File: config.mk
export PLATFORM = sky130hd
export DESIGN_NAME = pulse_sequencer
export DESIGN_NICKNAME = d
export VERILOG_FILES = /design/src/rtl/pulse_sequencer.sv
export SDC_FILE = /design/constraint.sdc
export NUM_CORES = 1
export LEC_CHECK = 0
export CORE_UTILIZATION = 44
export DETAILED_ROUTE_END_ITERATION = 12
export GPL_TIMING_DRIVEN = 0
export SLEW_MARGIN = 20
export SYNTH_ARGS = -nofsm -noshare
export SYNTH_HDL_FRONTEND = slang
export SYNTH_SLANG_ARGS = --single-unit
File: constraint.sdc
create_clock -name clk_Seq -period 2.65 [get_ports clk_Seq]
set_input_delay 0.53 -clock clk_Seq [delete_from_list [all_inputs] [get_ports clk_Seq]]
set_output_delay 0.53 -clock clk_Seq [all_outputs]
set_load 0.005 [all_outputs]
File: src/rtl/pulse_sequencer.sv
// Sequences up to N_CH pulse channels: per-channel start delay, completion handshake,
// repeated bursts separated by a gap, and a timeout watchdog on each channel.
module pulse_sequencer #(
  parameter int unsigned N_CH  = 4,
  parameter int unsigned CNT_W = 17
) (
  input  logic             clk_Seq,
  input  logic             rst_n,
  input  logic             arm_i,
  input  logic             trig_i,
  input  logic             abort_i,
  input  logic             cfg_we_i,
  input  logic [2:0]       cfg_addr_i,
  input  logic [CNT_W-1:0] cfg_data_i,
  input  logic [N_CH-1:0]  ch_done_i,
  output logic [N_CH-1:0]  ch_start_o,
  output logic             busy_o,
  output logic             seq_done_o,
  output logic             err_tmo_o,
  output logic [7:0]       shot_cnt_o
);

  localparam int unsigned ChW = (N_CH > 1) ? $clog2(N_CH) : 1;

  typedef enum logic [1:0] {StIdle, StDelay, StWait, StGap} state_e;

  state_e           state_q, state_d;
  logic [CNT_W-1:0] cnt_q, cnt_d;
  logic [CNT_W-1:0] rem_q, rem_d;
  logic [ChW-1:0]   ch_q, ch_d;
  logic             seen_low_q, seen_low_d;
  logic [N_CH-1:0]  ch_start_q, ch_start_d;
  logic             seq_done_q, seq_done_d;
  logic             err_q, err_d;
  logic [7:0]       shot_q, shot_d;
  logic             trig_q;

  logic [CNT_W-1:0] delay_q [N_CH];
  logic [N_CH-1:0]  mask_q;
  logic [CNT_W-1:0] tmo_q, rep_q, gap_q;

  logic             cfg_wr, trig_rise, burst_end;
  logic [ChW:0]     first, nxt;

  // Lowest enabled channel at index >= from; MSB flags that one was found.
  function automatic logic [ChW:0] find_from(input logic [N_CH-1:0] mask, input int from);
    logic [ChW:0] r;
    r = '0;
    for (int i = int'(N_CH) - 1; i >= 0; i--) begin
      if (mask[i] && (i >= from)) r = {1'b1, i[ChW-1:0]};
    end
    return r;
  endfunction

  assign cfg_wr    = cfg_we_i && (state_q == StIdle);
  assign trig_rise = trig_i && !trig_q;
  assign first     = find_from(mask_q, 0);
  assign nxt       = find_from(mask_q, int'(ch_q) + 1);

  always_comb begin
    state_d    = state_q;
    cnt_d      = cnt_q;
    rem_d      = rem_q;
    ch_d       = ch_q;
    seen_low_d = seen_low_q;
    ch_start_d = ch_start_q;
    seq_done_d = 1'b0;
    err_d      = err_q;
    shot_d     = shot_q;
    burst_end  = 1'b0;

    if (cfg_wr && (cfg_addr_i == 3'd5)) err_d = 1'b0;

    if (abort_i) begin
      state_d    = StIdle;
      ch_start_d = '0;
    end else begin
      unique case (state_q)
        StIdle: begin
          if (trig_rise && arm_i && first[ChW]) begin
            state_d = StDelay;
            ch_d    = first[ChW-1:0];
            cnt_d   = delay_q[first[ChW-1:0]];
            rem_d   = (rep_q == '0) ? CNT_W'(1) : rep_q;
          end
        end
        StDelay: begin
          if (cnt_q == '0) begin
            state_d          = StWait;
            ch_start_d       = '0;
            ch_start_d[ch_q] = 1'b1;
            cnt_d            = '0;
            seen_low_d       = 1'b0;
          end else begin
            cnt_d = cnt_q - CNT_W'(1);
          end
        end
        StWait: begin
          // A done must be seen low first so a stale done from the last burst is ignored.
          seen_low_d = seen_low_q | ~ch_done_i[ch_q];
          if (ch_done_i[ch_q] && seen_low_q) begin
            ch_start_d = '0;
            if (nxt[ChW]) begin
              state_d = StDelay;
              ch_d    = nxt[ChW-1:0];
              cnt_d   = delay_q[nxt[ChW-1:0]];
            end else begin
              burst_end = 1'b1;
            end
          end else if ((tmo_q != '0) && (cnt_q == tmo_q)) begin
            ch_start_d = '0;
            err_d      = 1'b1;
            state_d    = StIdle;
          end else begin
            cnt_d = cnt_q + CNT_W'(1);
          end
        end
        StGap: begin
          if (cnt_q == '0) begin
            state_d = StDelay;
            ch_d    = first[ChW-1:0];
            cnt_d   = delay_q[first[ChW-1:0]];
          end else begin
            cnt_d = cnt_q - CNT_W'(1);
          end
        end
      endcase

      if (burst_end) begin
        shot_d = shot_q + 8'd1;
        if (rem_q > CNT_W'(1)) begin
          rem_d   = rem_q - CNT_W'(1);
          cnt_d   = gap_q;
          state_d = StGap;
        end else begin
          seq_done_d = 1'b1;
          state_d    = StIdle;
        end
      end
    end
  end

  always_ff @(posedge clk_Seq or negedge rst_n) begin
    if (!rst_n) begin
      state_q    <= StIdle;
      cnt_q      <= '0;
      rem_q      <= '0;
      ch_q       <= '0;
      seen_low_q <= 1'b0;
      ch_start_q <= '0;
      seq_done_q <= 1'b0;
      err_q      <= 1'b0;
      shot_q     <= '0;
      trig_q     <= 1'b1;
      mask_q     <= N_CH'(1);
      tmo_q      <= '0;
      rep_q      <= CNT_W'(1);
      gap_q      <= '0;
      for (int i = 0; i < int'(N_CH); i++) delay_q[i] <= '0;
    end else begin
      state_q    <= state_d;
      cnt_q      <= cnt_d;
      rem_q      <= rem_d;
      ch_q       <= ch_d;
      seen_low_q <= seen_low_d;
      ch_start_q <= ch_start_d;
      seq_done_q <= seq_done_d;
      err_q      <= err_d;
      shot_q     <= shot_d;
      trig_q     <= trig_i;
      if (cfg_wr) begin
        case (cfg_addr_i)
          3'd4:    mask_q <= cfg_data_i[N_CH-1:0];
          3'd5:    tmo_q  <= cfg_data_i;
          3'd6:    rep_q  <= cfg_data_i;
          3'd7:    gap_q  <= cfg_data_i;
          default: begin
            if ({29'd0, cfg_addr_i} < N_CH) delay_q[cfg_addr_i[ChW-1:0]] <= cfg_data_i;
          end
        endcase
      end
    end
  end

  assign ch_start_o = ch_start_q;
  assign busy_o     = (state_q != StIdle);
  assign seq_done_o = seq_done_q;
  assign err_tmo_o  = err_q;
  assign shot_cnt_o = shot_q;

endmodule

Word-level counts from Yosys, hierarchy flattened

Index checks and enable logic that the tools add are counted.

Output and inout bits: 15
Register bits after elaboration: 177
Word-level logic and storage cells: 164
Bits of input ports: 30

Reduce and logical (&&, ||, !) cells: 33
Equal/unequal tests: 20
Bitwise gates (word level): 7
Magnitude comparators: 12
Mux-type cells: 69
$add $sub $neg: 5

Operators by type and width:

| kind                                                     | count |
|---|---|
| 2-to-1 mux 17 bit                                        | 18 |
| binary-select mux 17 bit (select 2 bit)                  | 2 |
| bitwise mux 68 bit                                       | 1 |
| case mux 17 bit (4 select lines)                         | 1 |
| demux 17 bit (select 2 bit)                              | 1 |
| zero test 17 bit                                         | 2 |
| subtractor 17 x 1 -> 17 bit, second input constant       | 2 |
| 2-to-1 mux 2 bit                                         | 13 |
| 2-to-1 mux 3 bit                                         | 8 |
| adder 17 x 1 -> 17 bit, second input constant            | 1 |
| == test 17 bit                                           | 1 |
| > comparator 17 x 1 -> 1 bit, second input constant      | 1 |
| nonzero test 17 bit                                      | 1 |
| 2-to-1 mux 4 bit                                         | 4 |
| 2-to-1 mux 1 bit                                         | 15 |
| logical AND 1 bit                                        | 13 |
| == test 3 bit, second input constant                     | 4 |
| != test 4 bit, second input constant                     | 3 |
| != test 5 bit, second input constant                     | 2 |
| AND reduction 2 bit                                      | 5 |
| greater-or-equal comparator 3 bit, second input constant | 3 |
| NOT 2 -> 3 bit                                           | 3 |
| AND reduction 3 bit                                      | 3 |
| adder 8 x 1 -> 8 bit, second input constant              | 1 |
| 28 further kinds                                         | 38 |

Logic depth before layout (Yosys ltp)

Depth after elaboration: 16
Gate-level depth with buffers: 11
Mapped depth without buffers: 9

Least setup slack after synthesis

OpenSTA, ideal clock, no wires.

Path type: register to register
From: register mask_q[2]
To: register cnt_q[3]
Path buffers: 3
Data required time: 2518 ps
Arrival: 2403 ps
Period minus slack after synthesis: 2535 ps
Setup time: 132 ps
Path slack: 115 ps
Stages on the path, launching flop included: 11
Cells stage by stage: dfrtp_1 > buf_2 > nand2b_1 > buf_2 > a21oi_4 > buf_4 > mux4_2 > o21ai_0 > o21ai_0 > a221oi_1 > o21ai_1

Longest elaborated chain between the ends: 13
Elaborated cells on any way between the ends: 27
Classes of those cells: 23 x mux; 2 x bitwise; 2 x reduce/logical

RTL lines:

| what                                                 | RTL line | text |
|---|---|---|
| start: declaration                                   | 39       | `logic [N_CH-1:0] mask_q;` |
| start signal: assignment                             | 173      | `3'd4: mask_q <= cfg_data_i[N_CH-1:0];` |
| logical AND 1 bit                                    | 50       | `if (mask[i] && (i >= from)) r = {1'b1, i[ChW-1:0]};` |
| 2-to-1 mux 3 bit (3 in a row)                        | 50       |  |
| NOT 2 -> 3 bit (implied by the code)                 | 106      | `cnt_d = delay_q[nxt[ChW-1:0]];` |
| binary-select mux 17 bit (select 2 bit)              | 106      |  |
| 2-to-1 mux 17 bit (implied by the code) (2 in a row) | 106      |  |
| 2-to-1 mux 17 bit                                    | 103      | `if (nxt[ChW]) begin` |
| 2-to-1 mux 17 bit                                    | 101      | `if (ch_done_i[ch_q] && seen_low_q) begin` |
| case mux 17 bit (4 select lines)                     | 78       | `unique case (state_q)` |
| 2-to-1 mux 17 bit                                    | 131      | `if (rem_q > CNT_W'(1)) begin` |
| 2-to-1 mux 17 bit *                                  | 129      | `if (burst_end) begin` |
| end signal: assignment                               | 162      | `cnt_q <= cnt_d;` |
| end: declaration                                     | 28       | `logic [CNT_W-1:0] cnt_q, cnt_d;` |

Mark *: on every way between the ends. The rest lies on a longest branch, timed or not. The select of a mux whose other input is x is not followed.
A chain may end at the register's enable or synchronous reset.

Worst setup path after layout

From: register ch_q[1]
To: register cnt_q[6]

Longest elaborated chain between the ends: 16
Elaborated cells on any way between the ends: 29
Classes of those cells: 1 x add/sub; 4 x order compare; 18 x mux; 1 x bitwise; 5 x reduce/logical

RTL lines:

| what                                                 | RTL line | text |
|---|---|---|
| start: declaration                                   | 30       | `logic [ChW-1:0] ch_q, ch_d;` |
| start signal: assignment                             | 164      | `ch_q <= ch_d;` |
| adder 2 x 1 -> 3 bit                                 | 58       | `assign nxt = find_from(mask_q, int'(ch_q) + 1);` |
| greater-or-equal comparator 2 x 3 -> 1 bit           | 50       |  |
| logical AND 1 bit                                    | 50       |  |
| 2-to-1 mux 3 bit (4 in a row)                        | 50       |  |
| NOT 2 -> 3 bit (implied by the code)                 | 106      |  |
| binary-select mux 17 bit (select 2 bit)              | 106      |  |
| 2-to-1 mux 17 bit (implied by the code) (2 in a row) | 106      |  |
| 2-to-1 mux 17 bit                                    | 103      |  |
| 2-to-1 mux 17 bit                                    | 101      |  |
| case mux 17 bit (4 select lines)                     | 78       |  |
| 2-to-1 mux 17 bit                                    | 131      |  |
| 2-to-1 mux 17 bit *                                  | 129      |  |

Marked as above.

==> run metrics <==
Syn Area/Cell=between 10 and 15 sq um; first-pass GRT wire length=between 50 and 60 mm; Worst Slack Setup Final=-0.201 ns; share of post-route cells with drive strength above 1=0.341; FF-to-FF path depth=9; FF+latch count, synth=around 180; max-slew violation count=0; Final Hold Viols=0; H-tree depth=4; failing checks=negative setup slack; most area-hungry cell type in the Yosys netlist=dfrtp_1; Starting Density=0.449; Die H=157 um; maxcap violations=0; CP Max Fanout=8; Root Buffer=clkbuf_16; status=finished with violations; Clock Tree Buf Depth=2; Die Wd=approximately 160 um; CTS tree=done; Max VDD drop=slightly below 0.0008 V; Post-synth EDFFs=0; vias per cell=approximately 6.4; DR vias=9465; final net count=1182; Tcrit/Tclk final=1.08; pre-CTS setup slack=-1.38 ns; top post-synthesis cells by area=dfrtp_1 (41%), mux2_2 (16%), mux4_2 (3.4%), nor2_1 (3.0%), o21ai_0 (2.7%); RSZ-0062 raised after global routing=yes; clk_lat worst skew=about 0.45 ns; ant diodes=0; Hold Path Class=primary input to asynchronous set/reset pin; Worst Tran Pin Value=0.905 ns; pwr/cell area=1260 mW/mm^2; post-DR wirelength/cell=between 20 and 30 um; Final min period=around 2.9 ns; Pre-antenna DRT Iters=8; Clock transition at path regs=roughly 0.090 ns; share of the yosys chip area belonging to registers=0.420; RePlAce Congestion=a little over 1; Worst setup SP type=flop; Fill cells=2025; Util after Layout=0.561; Pwr Total=approximately 17 mW; HPWL after DPL=about 28 mm; num ports=45; FP Rows=56; skew final=roughly 0.021 ns; DRC errors left=0; crit path kind=flop to flop; initial antenna violation count=0; Post-Syn Nets=1069; Hold Slack=~0.068 ns; Tot GR Track Use=0.325; Initial DRC Count=1056; yosys warns=0; crit end category=flop; DRT Wirelength=39.2 mm; Detail Route Antenna Nets=0; Max Clk Rate=approximately 0.35 GHz; Mapped Area=roughly 0.011 sq mm; Slew HR=0.396; full die area=around 0.025 sq mm; Post-Syn Instances=~1000; core area=about 0.023 sq mm; TritonCTS Buffers=17; fraction of registers with async set/reset=1.00; Worst R2R Setup Slack=-0.20 ns; Layout area overhead=24.8%; vias in the first global route=8875; CTS Sinks=177; Final Setup Violations=9; largest net degree at the start of global routing=100; Crit path required time=2.95 ns; CP arrival=3.15 ns; Leak=5.24 nW; grt total ovfl=0; area share of the largest cell type after synthesis=0.413; I/O Buffers=43; top_reg_cell synth=dfrtp_1; Netlist cell types=80
-- cell usage in the layout, fill, tap and decap left out, types with 21 or more instances in the layout --
master / n
dfrtp_1: 170
mux2_2: 144
nor2_1: 73
nand2_1: 61
buf_4: 52
o21ai_0: 45
a21oi_1: 45
clkdlybuf4s50_1: 42
nand3_1: 30
xor2_1: 23
clkbuf_1: 21
-- state kept, by name, summed over array words and instances, names as in the netlist --
| register | count |
|---|---|
| ch_q | 2 |
| delay_q | 68 |
| err_tmo_o | 1 |
| mask_q | 4 |
| rep_q | 17 |
| tmo_q | 17 |
| ch_start_o | 4 |
| state_q | 2 |
| cnt_q | 17 |
| rem_q | 17 |
| trig_q | 1 |
| seq_done_o | 1 |
| gap_q | 17 |
| seen_low_q | 1 |
| shot_cnt_o | 8 |
-- where the power goes --
group          internal [mW]  total, mW  switching, mW  leakage (nW)
clock                   1.38       2.64           1.27         0.292
sequential              3.97       5.26           1.29          2.16
combinational           4.00       8.70           4.70          2.79
total                   9.34       16.6           7.27          5.24
-- cells by family after synthesis --
kind of cell,after synthesis,synth area share
simple gates,293,0.140
compound gates,241,0.156
flops,177,0.420
mux,172,0.200
buf+inv,91,0.0362
xor+xnor,41,0.0340
fa+ha+maj,12,0.0142
-- worst max-delay path, stage by stage (launching register included) --
cell and delay [ns]:
dfrtp_1 0.42, buf_8 0.15, mux2i_4 0.19, o22ai_4 0.21, buf_6 0.19, mux2_2 0.34
a222oi_1 0.77, o21ba_2 0.23, o211a_1 0.13, o21ai_1 0.07
-- per-stage QoR --
| step | instances | instance area, sq um | TNS (ns) |
|---|---|---|---|
| 6_report | 1472 | 13200 | -0.524 |
| 5_1_grt | 1472 | 13200 | -0.960 |
| 4_1_cts | 1438 | 12600 | -0.0269 |
| 3_5_place_dp | 1390 | 11400 | -52.52 |
| 3_3_place_gp | 1389 | 11400 | -1186.42 |
| 2_1_floorplan | 1027 | 10500 | 0 |
-- synthesized netlist by cell type (all sizes together), types with 9 or more instances --
library cell,number
nand4,15
a221oi,9
nand3,30
nor4,22
clkbuf,45
o21ai,66
nor2,85
a211oi,10
mux2,148
or3,11
xnor2,18
nand2b,9
a31oi,10
nor3,25
a21oi,50
ha,12
inv,21
buf,25
dfrtp,174
mux4,16
nand2,65
xor2,23
-- worst paths after layout --
| path | to | startpoint |
|---|---|---|
| min in group clk_Seq | shot_cnt_o[7]$_DFFE_PN0P_ | shot_cnt_o[7]$_DFFE_PN0P_ |
| worst max register to register | cnt_q[6]$_DFFE_PN0N_ | ch_q[1]$_DFFE_PN0P_ |
| max in group asynchronous | rep_q[0]$_DFFE_PN1P_ | rst_n |
| worst min register to register | shot_cnt_o[7]$_DFFE_PN0P_ | shot_cnt_o[7]$_DFFE_PN0P_ |
| worst min-delay path | delay_q[51]$_DFFE_PN0P_ | rst_n |
| worst max-delay path | cnt_q[6]$_DFFE_PN0N_ | ch_q[1]$_DFFE_PN0P_ |
-- timing repair --
action / in CTS / in global routing
hold buffers: 0 / 0
pin swaps: 20 / 42
resized for setup: 112 / 85
setup buffers: 24 / 33
gates cloned: 1 / 2
endpoints found under the setup margin: 115 / 54
-- per-layer routing --
| metal | up-vias | global-route usage | share of wire |
|---|---|---|---|
| met4 | 0 | 0.128 | 0.038 |
| met2 | 530 | 0.483 | 0.44 |
| met5 | - | 0 | 0 |
| li1 | 4073 | - | - |
| met3 | 108 | 0.0684 | 0.094 |
| met1 | 4754 | 0.461 | 0.43 |
-- layout make-up --
cell class	instances	area (sq um)	area share
Multi-Input combinational cell	759	6210	0.472
Sequential cell	177	4440	0.337
Timing Repair Buffer	104	985	0.0748
Buffer	60	444	0.0337
Clock buffer	18	439	0.0334
Tap cell	319	399	0.0303
Clock inverter	14	163	0.0124
Inverter	21	82.6	0.00627
No activity file was read; power rests on OpenSTA's default activity.
